**config.mk**
```make
export PLATFORM = sky130hd
export DESIGN_NAME = pbit_sweep_sched
export DESIGN_NICKNAME = d
export VERILOG_FILES = /design/src/rtl/pbit_pkg.sv /design/src/rtl/pbit_settle_timer.sv /design/src/rtl/pbit_sweep_sched.sv
export SDC_FILE = /design/constraint.sdc
export NUM_CORES = 1
export LEC_CHECK = 0
export CAP_MARGIN = 20
export CORE_MARGIN = 2
export CORE_UTILIZATION = 55
export DETAILED_ROUTE_END_ITERATION = 16
export PLACE_DENSITY = 0.85
export SYNTH_ARGS = -nofsm -noshare
export SYNTH_HDL_FRONTEND = slang
export SYNTH_SLANG_ARGS = --single-unit
export TNS_END_PERCENT = 50
```
**constraint.sdc**
```tcl
create_clock -name clk -period 4.35 [get_ports clk]
set_clock_uncertainty 0.15 [all_clocks]
set_input_delay 1.305 -clock clk [delete_from_list [all_inputs] [get_ports clk]]
set_output_delay 1.305 -clock clk [all_outputs]
set_load 0.01 [all_outputs]
```
**src/rtl/pbit_pkg.sv**
```systemverilog
// Shared types and constants for the p-bit sweep scheduler.
//   sweep_state_t : scheduler FSM states
//   BETA_W/BETA_MAX : inverse-temperature register width and ceiling
//   beta_sat_add  : saturating add used by the annealing schedule
package pbit_pkg;

    typedef enum logic [1:0] {
        ST_IDLE   = 2'd0,
        ST_ISSUE  = 2'd1,
        ST_SETTLE = 2'd2,
        ST_DONE   = 2'd3
    } sweep_state_t;

    localparam int unsigned           BETA_W   = 8;
    localparam logic [BETA_W-1:0]     BETA_MAX = 8'hFF;

    // Add with clamp at BETA_MAX instead of wrapping.
    function automatic logic [BETA_W-1:0] beta_sat_add(
        input logic [BETA_W-1:0] a,
        input logic [BETA_W-1:0] b
    );
        logic [BETA_W:0] sum;
        sum = {1'b0, a} + {1'b0, b};
        return sum[BETA_W] ? BETA_MAX : sum[BETA_W-1:0];
    endfunction

endpackage

```
**src/rtl/pbit_settle_timer.sv**
```systemverilog
// Loadable down-counter that times the idle gap after each accepted update.
// Ports:
//   clk, reset     : clock, async active-low reset
//   load, load_val : load the counter (load_val = gap length minus one)
//   en             : count down while not yet expired
//   expired        : registered flag, high once the counter has reached zero
module pbit_settle_timer
    import pbit_pkg::*;
#(
    parameter int unsigned CNT_W = 1
) (
    input  logic             clk,
    input  logic             reset,
    input  logic             load,
    input  logic [CNT_W-1:0] load_val,
    input  logic             en,
    output logic             expired
);

    logic [CNT_W-1:0] count;

    // Expired is registered alongside the count so the FSM sees no comb path.
    always_ff @(posedge clk or negedge reset) begin
        if (!reset) begin
            count   <= '0;
            expired <= 1'b1;
        end else if (load) begin
            count   <= load_val;
            expired <= (load_val == '0);
        end else if (en && !expired) begin
            count   <= count - CNT_W'(1);
            expired <= (count == CNT_W'(1));
        end
    end

endmodule

```
**src/rtl/pbit_sweep_sched.sv**
```systemverilog
// Gibbs-sweep sequencer for a p-bit array. Issues one update per p-bit in
// index order, each with a freshly captured random word, inserts a settle gap
// after every accepted update, and repeats for num_sweeps sweeps.
// Ports:
//   clk, reset            : clock, async active-low reset
//   start, num_sweeps     : begin a run (ignored when busy or num_sweeps == 0)
//   abort                 : end the current run immediately, no done
//   rand_in               : free-running RNG word
//   upd_valid/upd_ready   : update handshake to the p-bit datapath
//   upd_idx, upd_rand     : p-bit index and random word of the pending update
//   busy, done, sweep_cnt : status; done is a one-cycle completion pulse
// Optional feature: define PBIT_SWEEP_SCHED_ANNEAL_EN to add beta_init,
// beta_step and the beta annealing output.
module pbit_sweep_sched
    import pbit_pkg::*;
#(
    parameter  int unsigned N_PBITS = 8,
    parameter  int unsigned RAND_W  = 8,
    parameter  int unsigned SWEEP_W = 16,
    parameter  int unsigned SETTLE  = 2,
    localparam int unsigned IDX_W   = (N_PBITS > 1) ? $clog2(N_PBITS) : 1
) (
    input  logic               clk,
    input  logic               reset,
    input  logic               start,
    input  logic               abort,
    input  logic [SWEEP_W-1:0] num_sweeps,
    input  logic [RAND_W-1:0]  rand_in,
    output logic               upd_valid,
    input  logic               upd_ready,
    output logic [IDX_W-1:0]   upd_idx,
    output logic [RAND_W-1:0]  upd_rand,
    output logic               busy,
    output logic               done,
    output logic [SWEEP_W-1:0] sweep_cnt
`ifdef PBIT_SWEEP_SCHED_ANNEAL_EN
    ,
    input  logic [BETA_W-1:0]  beta_init,
    input  logic [BETA_W-1:0]  beta_step,
    output logic [BETA_W-1:0]  beta
`endif
);

    localparam int unsigned      CNT_W       = (SETTLE > 1) ? $clog2(SETTLE) : 1;
    localparam int unsigned      SETTLE_LOAD = (SETTLE > 0) ? SETTLE - 1 : 0;
    localparam logic [IDX_W-1:0] LAST_IDX    = IDX_W'(N_PBITS - 1);
    localparam logic             NO_GAP      = (SETTLE == 0);

    sweep_state_t       state;
    logic [SWEEP_W-1:0] sweeps_lat;
    logic               timer_load;
    logic               timer_en;
    logic               timer_expired;
    logic               accept_c;
    logic               step_c;
    logic               last_idx_c;
    logic               run_end_c;
    logic [SWEEP_W-1:0] sweep_inc_c;

`ifdef PBIT_SWEEP_SCHED_ANNEAL_EN
    logic [BETA_W-1:0]  beta_step_lat;
`endif

    // Settle-gap timer; loaded with SETTLE-1 so SETTLE cycles elapse in ST_SETTLE.
    pbit_settle_timer #(
        .CNT_W (CNT_W)
    ) u_settle_timer (
        .clk      (clk),
        .reset    (reset),
        .load     (timer_load),
        .load_val (CNT_W'(SETTLE_LOAD)),
        .en       (timer_en),
        .expired  (timer_expired)
    );

    // Handshake acceptance and next-update step decode; abort always wins.
    always_comb begin
        last_idx_c  = (upd_idx == LAST_IDX);
        sweep_inc_c = sweep_cnt + SWEEP_W'(1);
        run_end_c   = last_idx_c && (sweep_inc_c == sweeps_lat);
        accept_c    = (state == ST_ISSUE) && upd_ready && !abort;
        timer_load  = accept_c && !NO_GAP;
        timer_en    = (state == ST_SETTLE);
        step_c      = (accept_c && NO_GAP)
                   || ((state == ST_SETTLE) && timer_expired && !abort);
    end

    // Scheduler FSM with registered outputs.
    always_ff @(posedge clk or negedge reset) begin
        if (!reset) begin
            state      <= ST_IDLE;
            sweeps_lat <= '0;
            upd_valid  <= 1'b0;
            upd_idx    <= '0;
            upd_rand   <= '0;
            busy       <= 1'b0;
            done       <= 1'b0;
            sweep_cnt  <= '0;
`ifdef PBIT_SWEEP_SCHED_ANNEAL_EN
            beta          <= '0;
            beta_step_lat <= '0;
`endif
        end else begin
            done <= 1'b0;

            if (abort && (state != ST_IDLE)) begin
                state     <= ST_IDLE;
                upd_valid <= 1'b0;
                busy      <= 1'b0;
            end else begin
                case (state)
                    ST_IDLE: begin
                        if (start && (num_sweeps != '0)) begin
                            state      <= ST_ISSUE;
                            sweeps_lat <= num_sweeps;
                            upd_idx    <= '0;
                            sweep_cnt  <= '0;
                            upd_rand   <= rand_in;
                            upd_valid  <= 1'b1;
                            busy       <= 1'b1;
`ifdef PBIT_SWEEP_SCHED_ANNEAL_EN
                            beta          <= beta_init;
                            beta_step_lat <= beta_step;
`endif
                        end
                    end
                    ST_ISSUE: begin
                        if (upd_ready && !NO_GAP) begin
                            state     <= ST_SETTLE;
                            upd_valid <= 1'b0;
                        end
                    end
                    ST_SETTLE: begin
                    end
                    ST_DONE: begin
                        state <= ST_IDLE;
                        busy  <= 1'b0;
                    end
                    default: begin
                        state     <= ST_IDLE;
                        upd_valid <= 1'b0;
                        busy      <= 1'b0;
                    end
                endcase
            end

            // Next-update step: advance index, close a sweep on wrap.
            if (step_c) begin
                if (last_idx_c) begin
                    upd_idx   <= '0;
                    sweep_cnt <= sweep_inc_c;
`ifdef PBIT_SWEEP_SCHED_ANNEAL_EN
                    beta      <= beta_sat_add(beta, beta_step_lat);
`endif
                end else begin
                    upd_idx <= upd_idx + IDX_W'(1);
                end

                if (run_end_c) begin
                    state     <= ST_DONE;
                    done      <= 1'b1;
                    upd_valid <= 1'b0;
                end else begin
                    state     <= ST_ISSUE;
                    upd_valid <= 1'b1;
                    upd_rand  <= rand_in;
                end
            end
        end
    end

endmodule

```
==> impl_metrics.tcl, run 1 <==
set metrics [dict create \
    clockRootBuffer "clkbuf_8" \
    ys_ff_latch 50 \
    grt_overflow 0 \
    hold_buffers 0 \
    cp_max_fo 8 \
    synth_flop_cell "dfrtp_1" \
    vias 2513 \
    outcome "complete, no violations" \
    wl_um 6949 \
    htree_levels 2 \
    cts_made_buffers 5 \
    ys_types 55 \
    ys_top_cells_by_area "dfrtp_1, mux2_2, nand2_1" \
    n_antenna_cell 0 \
    async_flop_share_pct 100.0 \
    die_y_um 76.98 \
    antenna_found_initial 0 \
    ir_drop_mv 0.2916 \
    p_leak_nw 1.497 \
    drtIter0Drc 224 \
    synth_edf_count 0 \
    timing.max_cap.violations 0 \
    grt_use_total_pct 25.06 \
    fin_crit_ns 3.744 \
    cts.repair.resized 0 \
    dp_hpwl_um 5067 \
    setup_viol 0 \
    wl_per_cell_um 16.35 \
    grt_max_degree 51 \
    rows 26 \
    critPathCapture "upd_rand[0]$_DFF_PN0_" \
    final.setup.tns_ns 0 \
    dr.pass1.iters 4 \
    viasPerCell 5.913 \
    drc 0 \
    r2r_slack_ns 1.21 \
    syn_inst 304 \
    syn_area_um2 2929 \
    cp.arrival_ns 3.77 \
    reg2regPathDepth 7 \
    drive_gt1_share_pct 12.68 \
    initial_core_util_pct 57.35 \
    cts.sinks 50 \
    path_class "input pin to flip-flop" \
    synth_nets 336 \
    grt_pass1_vias 2447 \
    ioPinCount 59 \
    rr_startpoint "sweep_cnt[0]$_DFF_PN0_" \
    cts_tree "done" \
    slew_headroom_pct 65.58 \
    worst_hold_path_type "flip-flop to flip-flop" \
    yosysWarningCount 0 \
    fin_crit_sh_pct 86.06 \
    hold_ws_ns 0.3775 \
    fmax_mhz 267.1 \
    clock_latency_ns 0.31 \
    cts_max_path_buffers 2 \
    grt_pass1_wl_um 11910 \
    startpoint "num_sweeps[9]" \
    rsz0062_at_grt "no" \
    ys_seq_area_share_pct 42.76 \
    path_clk_slew_ns 0.09 \
    yosysTopAreaCellShare_pct 41.86 \
    required_ns 4.38 \
    die_area_um2 5925 \
    place_congestion 0.8746 \
    io_buffer_count 58 \
    area_growth_pct 24.86 \
    slew_viol_final 0 \
    hold_viol 0 \
    worst_setup_path_start_kind "input pin" \
    drtAntennaViolNets 0 \
    die_w_um 76.98 \
    powerDensity_nw_per_um2 403.1 \
    synth_top_area_cell "dfrtp_1" \
    postCtsSetupRepairBufs 0 \
    end_kind "flip-flop" \
    avgSynthCellArea_um2 9.635 \
    tightest_slew_ns 0.5124 \
    r2r-end "upd_rand[0]$_DFF_PN0_" \
    core_area_um2 5107 \
    final_nets 386 \
]
-- how the worst min path moves through the flow --
stage	from	endpoint	slack, ns	cells after the start
after floorplan	u_settle_timer.expired$_DFFE_PN1P_	u_settle_timer.expired$_DFFE_PN1P_	0.33	2
after global placement	busy$_DFFE_PN0P_	busy$_DFFE_PN0P_	0.35	2
after detailed placement	u_settle_timer.expired$_DFFE_PN1P_	u_settle_timer.expired$_DFFE_PN1P_	0.37	2
after CTS	u_settle_timer.expired$_DFFE_PN1P_	u_settle_timer.expired$_DFFE_PN1P_	0.38	2
after global routing	sweeps_lat[15]$_DFFE_PN0P_	sweeps_lat[15]$_DFFE_PN0P_	0.41	1
final	u_settle_timer.expired$_DFFE_PN1P_	u_settle_timer.expired$_DFFE_PN1P_	0.38	2
-- flip-flops by register name, summed over array words and instances (netlist names) --
register                cells
sweep_cnt                  16
state                       2
u_settle_timer.expired      1
u_settle_timer.count        1
done                        1
sweeps_lat                 16
upd_rand                    8
busy                        1
upd_idx                     3
upd_valid                   1
-- where the power goes --
| part | switching, mW | internal [mW] | total [mW] |
|---|---|---|---|
| registers | 0.0910 | 0.573 | 0.664 |
| logic | 0.223 | 0.257 | 0.481 |
| clock network | 0.158 | 0.172 | 0.330 |
-- cells in the final DEF (no fill, tap or decap), types with 4 or more instances in the layout --
cell type / count
clkbuf_8: 5
and4_1: 4
dfrtp_1: 49
nor2_1: 19
nand3_1: 14
nand2_1: 40
buf_4: 4
o22ai_1: 8
xor2_1: 11
clkdlybuf4s50_1: 57
a31oi_1: 4
nor4_1: 4
a21oi_1: 7
mux2_2: 17
xnor2_1: 15
nor3_1: 4
o21ai_0: 26
-- per-stage QoR --
| stage | instance area, µm² | std cells | worst slack (ns) | total power, mW | utilization, % |
|---|---|---|---|---|---|
| after global routing | 3657 | 425 | 0.4374 | 1.561 | 71.61 |
| final | 3657 | 425 | 0.6063 | 1.474 | 71.61 |
| after CTS | 3637 | 424 | 0.5985 | 1.478 | 71.22 |
| after detailed placement | 3527 | 416 | 0.2778 | 1.145 | 69.06 |
| after global placement | 3527 | 416 | 0.3983 | 1.125 | 69.06 |
| after floorplan | 2929 | 304 | 1.054 | 0.9591 | - |
-- Yosys cell counts, types with 7 or more instances --
cell type,count
clkbuf_1,8
nand2_1,40
mux2_2,17
nand3_1,14
nor2_1,19
dfrtp_1,49
o22ai_1,8
a21oi_1,7
xnor2_1,15
buf_2,10
xor2_1,11
o21ai_0,26
-- layout make-up --
type                    count  area (µm²)
clock buffers               6       72.57
clock inverters             2       37.54
fillers                   383        1450
well taps                  70       87.58
multi-input cells         231        1570
inverters                   3       11.26
repair buffers             63       625.6
flip-flops and latches     50        1252
-- per-layer routing --
layer  track usage, %  up-vias  wire [µm]
met5                0        -          0
met4            7.857        0        113
met3            4.824       12        361
met2            41.32       76       3441
met1            33.56     1227       3032
li1                 -     1198          -
-- critical path, cell delays in order --
cell	delay, ns
clkdlybuf4s50_1	0.45
or4_4	0.57
o41ai_4	0.42
nand2b_1	0.33
o21ai_2	0.12
nor4_4	0.40
o22ai_1	0.18
-- cell families (layout without fill, tap and decap cells) --
logic type               Yosys count  in the layout  synth area share, %
flip-flops                        50             50                42.76
AO/OA/AOI/OAI                     71             71                16.92
AND/OR/NAND/NOR                  114            114                21.10
XOR/XNOR                          26             26                7.775
multiplexers                      17             17                6.536
adder cells (fa/ha/maj)            3              3                1.282
buffers and inverters             23             74                3.631
Note: power is estimated with default switching activity, not from simulation.
==> run 2, diff against run 1 <==
--- a/config.mk
+++ b/config.mk
@@ -8,9 +8,11 @@
 export CAP_MARGIN = 20
 export CORE_MARGIN = 2
 export CORE_UTILIZATION = 55
+export CTS_CLUSTER_DIAMETER = 50
 export DETAILED_ROUTE_END_ITERATION = 16
-export PLACE_DENSITY = 0.85
+export PLACE_DENSITY = 0.94
 export SYNTH_ARGS = -nofsm -noshare
 export SYNTH_HDL_FRONTEND = slang
+export SYNTH_HIERARCHICAL = 1
 export SYNTH_SLANG_ARGS = --single-unit
 export TNS_END_PERCENT = 50
==> impl_metrics.tcl, run 2 <==
set metrics [dict create \
    path_cells "clkdlybuf4s50_1, nor4_1, nand4_1, nand2_1, nand2b_1, buf_4, nand3_1, o21ai_0" \
    dp.cells 474 \
    slew_headroom_pct 38.01 \
    powerDensity_nw_per_um2 374.6 \
    end_kind "flip-flop" \
    drc 0 \
    slowest_stage "nand2b_1" \
    final_nets 442 \
    ir_drop_mv 0.2757 \
    wl_um 8248 \
    largestRegisters "sweep_cnt x16, sweeps_lat x16, upd_rand x8" \
    core_area_um2 5473 \
    place_congestion 0.8922 \
    clock_latency_ns 0.32 \
    synth_edf_count 0 \
    drtAntennaViolNets 0 \
    ioPinCount 59 \
    dr.pass1.iters 5 \
    wl_met2_um 3962 \
    instances_no_fill 483 \
    fillers 438 \
    fin_crit_sh_pct 80.11 \
    async_flop_share_pct 100.0 \
    synth-adder-area-share_pct 1.213 \
    cp.arrival_ns 3.55 \
    synth_most_common_cell "nand2_1" \
    dp_hpwl_um 5811 \
    fmax_mhz 287.0 \
    synth_top_family_by_area "simple AND/OR/NAND/NOR gates" \
    design_area_um2 3804 \
    grt_overflow 0 \
    grt_pass1_vias 2845 \
    synth_top_area_cell "dfrtp_1" \
    placed_cell_area_um2 3692 \
    grt_use_total_pct 26.89 \
    hold_viol 0 \
    io_buffer_count 58 \
    timing.max_cap.violations 0 \
    ys_top_cells_by_area "dfrtp_1, nand2_1, xnor2_1" \
    syn_inst 362 \
    die_area_um2 6244 \
    htree_levels 2 \
    synth_xor_xnor_area_share_pct 6.669 \
    path_buf_inv 2 \
    slew_viol_final 0 \
    synth_compound_gate_area_share_pct 13.90 \
    postCtsSetupRepairBufs 0 \
    tightest_slew_ns 0.9276 \
    cts.sinks 50 \
    rows 27 \
    n_antenna_cell 0 \
    cts_max_path_buffers 2 \
    grt_pass1_wl_um 13230 \
    critPathMaxStageDelay_ns 0.55 \
    cts_tree "done" \
    antenna_found_initial 0 \
    syn_area_um2 3095 \
    die_w_um 79.02 \
    synth-simple-area-share_pct 29.79 \
    ys_top_cells_by_count "nand2_1, dfrtp_1, o21ai_0" \
    viasPerCell 6.300 \
    p_leak_nw 1.657 \
    synth_flop_cell "dfrtp_1" \
    cts.repair.resized 0 \
    synth_mux_area_share_pct 3.880 \
    ys_types 52 \
    wl_per_cell_um 17.08 \
    fin_crit_ns 3.485 \
    final_common_cell "nand2_1" \
    drtIter0Drc 364 \
    setup_viol 0 \
    yosysWarningCount 6 \
    ys_ff_latch 50 \
    path_class "input pin to flip-flop" \
    area_growth_pct 22.88 \
    worst_setup_path_start_kind "input pin" \
    avgSynthCellArea_um2 8.551 \
    drive_gt1_share_pct 8.759 \
    clockRootBuffer "clkbuf_8" \
    vias 3043 \
    final.setup.tns_ns 0 \
    grt_max_degree 51 \
    path_clk_slew_ns 0.09 \
    critical_path.top_delay_family "simple AND/OR/NAND/NOR gates" \
    highest_layer "met4" \
    initial_core_util_pct 56.56 \
    ys_seq_area_share_pct 40.46 \
    power_mw 1.425 \
    worst_hold_path_type "flip-flop to flip-flop" \
    layout_common_cells "nand2_1, clkdlybuf4s50_1, dfrtp_1, o21ai_0, nor2_1" \
    outcome "complete, no violations" \
    cts_made_buffers 5 \
    hold_buffers 0 \
    rsz0062_at_grt "no" \
    wl_met3_um 743 \
    die_y_um 79.02 \
    yosysTopAreaCellShare_pct 39.61 \
    required_ns 4.42 \
    cp_max_fo 20 \
    routedLengthMet1_um 3277 \
]
## run 2: per-stage QoR
step / setup slack (ns) / hold WS, ns / util [%]
final: 0.8653 / 0.3598 / 69.50
after detailed placement: 0.5877 / 0.3405 / 67.47
after global placement: 0.5814 / 0.3364 / 67.47
after floorplan: 1.281 / 0.3152 / -
after CTS: 0.9000 / 0.3620 / 69.14
after global routing: 0.7284 / 0.3815 / 69.50
## run 2: cell families (layout without fill, tap and decap cells)
group,Yosys count,in the layout
compound gates,68,68
xor+xnor,22,22
fa+ha+maj,3,3
buf+inv,26,74
flops,50,50
mux,8,8
other cells,1,2
simple gates,184,184
## run 2: per-layer routing
layer  vias to the layer above  GRT usage, %
li1                       1372             -
met1                      1428         33.98
met2                       211         46.36
met3                        32         4.091
met4                         0         10.52
met5                         -             0
## run 2: worst paths after layout
kind	start	slack (ns)	cells after the start	end
min in group asynchronous	reset	0.69	1	sweep_cnt[4]$_DFF_PN0_
max in group asynchronous	reset	2.81	2	u_settle_timer/expired$_DFFE_PN1P_
min	sweeps_lat[1]$_DFFE_PN0P_	0.36	2	sweeps_lat[1]$_DFFE_PN0P_
max reg2reg	sweep_cnt[2]$_DFF_PN0_	0.97	7	upd_rand[4]$_DFF_PN0_
max	num_sweeps[2]	0.87	8	sweep_cnt[11]$_DFF_PN0_
min reg2reg	sweeps_lat[1]$_DFFE_PN0P_	0.36	2	sweeps_lat[1]$_DFFE_PN0P_
## run 2: layout make-up
class | instances | area (µm²) | share of cell area (%)
multi-input combinational | 287 | 1729 | 45.46
timing repair buffer | 64 | 633.1 | 16.64
clock buffer | 7 | 86.33 | 2.270
inverter | 2 | 7.507 | 0.1974
sequential | 50 | 1252 | 32.93
clock inverter | 1 | 5.005 | 0.1316
tap | 72 | 90.09 | 2.368
## run 2: power breakdown
part           leakage, nW  switching [mW]  total, mW  internal [mW]
Sequential           0.646          0.0956      0.658          0.563
Clock               0.0482           0.163      0.292          0.129
Combinational        0.962           0.238      0.475          0.237
## run 2: worst reg2reg max path, stage by stage, from the launching register on
cell and delay, ns:
dfrtp_1 0.50, nand3_1 0.45, nor3_1 0.79, a21o_1 0.19
o2111ai_1 0.08, and4b_1 0.72, mux2_4 0.37, nand2_2 0.06
